===== config.mk =====
export PLATFORM = sky130hd
export DESIGN_NAME = mmio_uart_tx
export DESIGN_NICKNAME = d
export VERILOG_FILES = /design/src/rtl/mmio_uart_tx.sv
export SDC_FILE = /design/constraint.sdc
export NUM_CORES = 1
export LEC_CHECK = 0
export ABC_AREA = 1
export BUFFER_PORTS_ARGS = -buffer_cell sky130_fd_sc_hd__buf_2
export CORE_MARGIN = 5
export CORE_UTILIZATION = 40
export DETAILED_ROUTE_END_ITERATION = 8
export GPL_TIMING_DRIVEN = 1
export PLACE_DENSITY_LB_ADDON = 0.05
export RECOVER_POWER = 50
export SLEW_MARGIN = 15
export SYNTH_ARGS = -nofsm -noshare
export SYNTH_HDL_FRONTEND = slang
export SYNTH_SLANG_ARGS = --single-unit

===== constraint.sdc =====
create_clock -name clk -period 2.26 [get_ports clk]
set_input_delay 0.226 -clock clk [delete_from_list [all_inputs] [get_ports clk]]
set_output_delay 0.226 -clock clk [all_outputs]
set_load 0.05 [all_outputs]

===== src/rtl/mmio_uart_tx.sv =====
// mmio_uart_tx: memory-mapped 8N1 UART transmitter snooping the core's store bus.
// Stores to TX_ADDR are queued in a small FIFO and shifted out LSB first.
// Stores to CTRL_ADDR with bit 0 set clear the sticky overflow flag.
module mmio_uart_tx #(
    parameter logic [31:0] TX_ADDR      = 32'h0000_0100,
    parameter logic [31:0] CTRL_ADDR    = 32'h0000_0104,
    parameter int          CLKS_PER_BIT = 16,
    parameter int          FIFO_DEPTH   = 8
) (
    input  logic        clk,
    input  logic        reset,
    input  logic        MemWrite,
    input  logic [31:0] DataAdr,
    input  logic [31:0] WriteData,
    output logic        tx,
    output logic        busy,
    output logic        fifo_full,
    output logic        overflow
);

    localparam int AW = (FIFO_DEPTH > 1) ? $clog2(FIFO_DEPTH) : 1;
    localparam int CW = AW + 1;
    localparam int BW = (CLKS_PER_BIT > 1) ? $clog2(CLKS_PER_BIT) : 1;
    localparam logic [BW-1:0] BAUD_LAST = BW'(CLKS_PER_BIT - 1);
    localparam logic [CW-1:0] DEPTH_C   = CW'(FIFO_DEPTH);

    typedef enum logic [1:0] {
        IDLE  = 2'd0,
        START = 2'd1,
        DATA  = 2'd2,
        STOP  = 2'd3
    } state_t;

    state_t          state_r;
    logic [BW-1:0]   baud_r;
    logic [2:0]      bit_r;
    logic [7:0]      shift_r;
    logic            tx_r;
    logic            busy_r;
    logic            full_r;
    logic            ovf_r;
    logic [CW-1:0]   count_r;
    logic [AW-1:0]   wr_ptr_r;
    logic [AW-1:0]   rd_ptr_r;
    logic [7:0]      mem_r [FIFO_DEPTH];

    logic            tx_hit_s;
    logic            clr_s;
    logic            full_s;
    logic            push_s;
    logic            drop_s;
    logic            has_data_s;
    logic            baud_done_s;
    logic            pop_s;
    logic            go_idle_s;
    logic            busy_nxt_s;
    logic [CW-1:0]   count_nxt_s;
    logic            unused_s;

    // Only the low data byte and bit 0 matter; the rest of the store word is ignored.
    assign unused_s = ^WriteData[31:8];

    // Bus decode and FIFO handshake; fullness is judged on the pre-edge count,
    // so a store while full is dropped even if a pop happens on the same edge.
    assign tx_hit_s    = MemWrite && (DataAdr == TX_ADDR);
    assign clr_s       = MemWrite && (DataAdr == CTRL_ADDR) && WriteData[0];
    assign full_s      = (count_r == DEPTH_C);
    assign push_s      = tx_hit_s && !full_s;
    assign drop_s      = tx_hit_s && full_s;
    assign has_data_s  = (count_r != {CW{1'b0}});
    assign baud_done_s = (baud_r == BAUD_LAST);
    assign pop_s       = has_data_s && ((state_r == IDLE) || ((state_r == STOP) && baud_done_s));
    assign go_idle_s   = (state_r == STOP) && baud_done_s && !has_data_s;
    assign busy_nxt_s  = ((state_r != IDLE) && !go_idle_s) ||
                         ((state_r == IDLE) && pop_s) ||
                         (count_nxt_s != {CW{1'b0}});

    // Next FIFO occupancy from the push/pop pair.
    always_comb begin
        count_nxt_s = count_r;
        case ({push_s, pop_s})
            2'b10:   count_nxt_s = count_r + CW'(1'b1);
            2'b01:   count_nxt_s = count_r - CW'(1'b1);
            default: count_nxt_s = count_r;
        endcase
    end

    // FIFO storage array; contents need no reset since count gates every read.
    always_ff @(posedge clk) begin
        if (push_s) begin
            mem_r[wr_ptr_r] <= WriteData[7:0];
        end
    end

    // FIFO pointers, occupancy and the registered status flags.
    always_ff @(posedge clk) begin
        if (!reset) begin
            wr_ptr_r <= {AW{1'b0}};
            rd_ptr_r <= {AW{1'b0}};
            count_r  <= {CW{1'b0}};
            full_r   <= 1'b0;
            ovf_r    <= 1'b0;
            busy_r   <= 1'b0;
        end else begin
            if (push_s) begin
                wr_ptr_r <= wr_ptr_r + AW'(1'b1);
            end
            if (pop_s) begin
                rd_ptr_r <= rd_ptr_r + AW'(1'b1);
            end
            count_r <= count_nxt_s;
            full_r  <= (count_nxt_s == DEPTH_C);
            busy_r  <= busy_nxt_s;
            if (drop_s) begin
                ovf_r <= 1'b1;
            end else if (clr_s) begin
                ovf_r <= 1'b0;
            end
        end
    end

    // Frame sequencer: start bit, eight data bits LSB first, stop bit; back-to-back
    // frames chain from STOP straight into START without an idle cycle.
    always_ff @(posedge clk) begin
        if (!reset) begin
            state_r <= IDLE;
            baud_r  <= {BW{1'b0}};
            bit_r   <= 3'd0;
            shift_r <= 8'h00;
            tx_r    <= 1'b1;
        end else begin
            case (state_r)
                IDLE: begin
                    if (has_data_s) begin
                        shift_r <= mem_r[rd_ptr_r];
                        tx_r    <= 1'b0;
                        baud_r  <= {BW{1'b0}};
                        state_r <= START;
                    end else begin
                        tx_r <= 1'b1;
                    end
                end
                START: begin
                    if (baud_done_s) begin
                        tx_r    <= shift_r[0];
                        bit_r   <= 3'd0;
                        baud_r  <= {BW{1'b0}};
                        state_r <= DATA;
                    end else begin
                        baud_r <= baud_r + BW'(1'b1);
                    end
                end
                DATA: begin
                    if (baud_done_s) begin
                        baud_r <= {BW{1'b0}};
                        if (bit_r == 3'd7) begin
                            tx_r    <= 1'b1;
                            state_r <= STOP;
                        end else begin
                            bit_r   <= bit_r + 3'd1;
                            shift_r <= {1'b0, shift_r[7:1]};
                            tx_r    <= shift_r[1];
                        end
                    end else begin
                        baud_r <= baud_r + BW'(1'b1);
                    end
                end
                STOP: begin
                    if (baud_done_s) begin
                        baud_r <= {BW{1'b0}};
                        if (has_data_s) begin
                            shift_r <= mem_r[rd_ptr_r];
                            tx_r    <= 1'b0;
                            state_r <= START;
                        end else begin
                            tx_r    <= 1'b1;
                            state_r <= IDLE;
                        end
                    end else begin
                        baud_r <= baud_r + BW'(1'b1);
                    end
                end
                default: begin
                    tx_r    <= 1'b1;
                    baud_r  <= {BW{1'b0}};
                    state_r <= IDLE;
                end
            endcase
        end
    end

    assign tx        = tx_r;
    assign busy      = busy_r;
    assign fifo_full = full_r;
    assign overflow  = ovf_r;

endmodule

==> qor.csv <==
stage;metric;value;unit
drt;drt_iter0_drc;231;
placement;hpwlAfterDp;6980;um
outcome;status;completed;
critical_path;cp.arrival;2.42;ns
power_and_ir_drop;p_leak;2.31;nW
final_layout;postLayoutCoreUtil;51.7;%
timing;slew_viol_final;0;
timing;rsz0062_at_grt;true;
power_and_ir_drop;seq_power_share;33.8;%
clocking;numCtsBuffers;9;
critical_path;critPathLaunch;baud_r[1];
power_and_ir_drop;p_per_area;1140;nW/um^2
drt;dr.pass1.iters;4;
placement;io_buffers;46;
critical_path;cp-end-kind;flip-flop;
logic_synthesis;synth_warnings;0;
logic_synthesis;syn_inst;504;
critical_path;startpoint_type;flip-flop;
power_and_ir_drop;p_sw_share;37.5;%
final_layout;nNetsFinal;685;
drt;wire_per_inst;13.9;um
logic_synthesis;synth_edf_count;64;
global_route;grt_usage;16.6;%
floorplan;ios;71;
power_and_ir_drop;max-vdd-ir-drop;0.603;mV
global_route;grt_max_degree;33;
timing;tns;0;ns
clocking;clock-sinks;98;
global_route;grt_pass1_wl;17000;um
floorplan;die_h;116;um
logic_synthesis;synth_async_sr_flop_share;0;%
final_layout;diodes;0;
placement;gp_congestion;0.793;
logic_synthesis;synthFlopType;edfxtp_1;
clocking;clk_latency;0.35;ns
placement;placed_cells;730;
global_route;antenna_found_initial;0;
clocking;clockBufferDepth;2;
global_route;grt_pass1_vias;3524;
timing;hold_violations;0;
floorplan;core_region_area;11000;sq um
final_layout;drive_above_1_share;24.8;%
critical_path;critPathKind;reg -> reg;
logic_synthesis;synth_area;4530;sq um
floorplan;die-area;13600;sq um
power_and_ir_drop;p_int;4.02;mW
run;cap_violations;0;
logic_synthesis;avgSynthCellArea;8.99;sq um
hold_path;min_from;reset;
floorplan;row_count;38;
timing;tightest_slew;0.628;ns
logic_synthesis;seq_area_frac_synth;57.4;%
hold_path;hold_path.class;in -> reg;
drt;vias;3571;
critical_path;cp.required;2.48;ns
global_route;gr-total-overflow;0;
clocking;clk_pin_slew;0.07;ns
final_layout;final_cells;750;
floorplan;start_util;41.3;%
timing;max_slew_margin;58.3;%
critical_path;r2r_start;baud_r[1];
timing;fin_crit_sh;97.3;%
timing;skew;0.00680;ns
final_layout;syn2layout_area_growth;25.1;%
timing;period_needed;2.20;ns
clocking;tritoncts;built;
clocking;ctsHtreeMaxLevel;3;
timing;fin_hold_ws;0.151;ns
critical_path;crit_fanout;3;
clocking;clock-root-buffer;clkbuf_16;
logic_synthesis;syn_nets;584;
drt;drt_wl_total;10400;um
drt;drtAntennaViolNets;0;
power_and_ir_drop;combPwrFrac;43.8;%
power_and_ir_drop;power_frac_clock;22.5;%
logic_synthesis;synth_cell_types;34;
power_and_ir_drop;p_sw;2.42;mW
floorplan;die_w;116;um
drt;viasPerCell;4.76;
timing;max_freq;0.455;GHz
drt;drc;0;
timing;setup_viol;0;
logic_synthesis;synth-seq-cells;98;
## Yosys cell counts (all sizes together) (4+ instances only)
library cell / count / area [sq um]
edfxtp: 64 / 1920
nand2: 124 / 468
o21ai: 22 / 110
buf: 10 / 65.1
a21oi: 24 / 131
dfxtp: 34 / 681
ha: 13 / 163
inv: 36 / 135
nand4: 4 / 25.0
nand3: 64 / 343
nor2: 88 / 343
clkbuf: 5 / 18.8
## power by group through the flow
| stage | clock network [mW] | registers (mW) | logic (mW) |
|---|---|---|---|
| floorplan | 0 | 2.26 | 1.63 |
| global placement | 0 | 2.20 | 2.50 |
| detailed placement | 0 | 2.20 | 2.53 |
| CTS | 1.49 | 2.17 | 2.59 |
| global route | 1.57 | 2.20 | 3.20 |
| finish | 1.45 | 2.17 | 2.82 |
## worst max-delay path, cell delays in order, from the launching register on
cell,delay [ns]
dfxtp_2,0.35
ha_4,0.15
nand3_4,0.09
o21ai_4,0.17
nand2_2,0.09
inv_2,0.09
ha_4,0.16
nand2_2,0.05
inv_2,0.06
nor2_4,0.05
ha_4,0.23
o21ai_2,0.16
inv_1,0.06
nor2_1,0.12
nand2_1,0.09
nor2_1,0.11
nor2_1,0.04
## state kept, by name (all words and copies together), names as in the netlist, named ones only
register / cells
state_r: 2
wr_ptr_r: 3
rd_ptr_r: 3
bit_r: 3
busy: 1
tx: 1
baud_r: 4
count_r: 4
shift_r: 8
overflow: 1
mem_r: 64
fifo_full: 1
## cell type report
| cell class | count | area [sq um] |
|---|---|---|
| fill | 1024 | 5310 |
| sequential | 98 | 2610 |
| multi-input combinational | 354 | 1810 |
| timing repair buffer | 105 | 658 |
| clock buffer | 11 | 243 |
| tap | 140 | 175 |
| inverter | 37 | 139 |
| clock inverter | 5 | 36.3 |
## worst paths after layout
| check | to | slack [ns] | cells past startpoint |
|---|---|---|---|
| setup / recovery | busy | 0.06 | 16 |
| hold / removal | tx | 0.15 | 2 |
| setup reg to reg | busy | 0.06 | 16 |
| hold reg to reg | flip-flop | 0.47 | 2 |
## cells by family after synthesis
group,count (synthesis),synth area share [%]
adders and majority gates,13,3.59
DFF,98,57.4
AOI/OAI and AO/OA,48,5.66
and+or+nand+nor,289,27.7
buffers and inverters,52,4.91
xor gates and xnor gates,4,0.773
## cells in the final DEF, fill, tap and decap left out, types with 6 or more instances in the layout
cell,synthesis,routed
buf_4,1,57
nand3_1,61,60
buf_2,7,34
nand2_1,123,121
inv_2,7,11
nor2_2,5,6
edfxtp_1,64,64
inv_1,29,25
clkbuf_16,0,9
dfxtp_1,34,30
nor2_1,83,81
o21ai_0,17,15
ha_1,13,9
clkbuf_1,5,14
a21oi_1,21,20
## per-layer routing
layer	up-vias	track usage [%]	part of all wire [%]
met4	0	5.34	0.91
met5	-	0	0
met1	1618	21.8	47
li1	1883	-	-
met2	62	27.0	47
met3	8	4.09	4.4
## per-stage QoR
step / power (mW) / worst slack (ns) / instance area (sq um)
floorplan: 3.88 / 0.0303 / 4530
global placement: 4.71 / -0.185 / 5270
detailed placement: 4.74 / -0.207 / 5270
CTS: 6.25 / 0.00441 / 5570
global route: 6.97 / -0.0629 / 5670
finish: 6.44 / 0.0608 / 5670
## what timing repair did
item,4_1_cts,5_1_grt
endpoints found under the hold margin,0,0
buffers inserted,0,4
resized for setup,5,24
pin swaps,0,12
setup endpoints to repair,3,4
hold buffers,0,0
(Power assumes the default switching activity.)
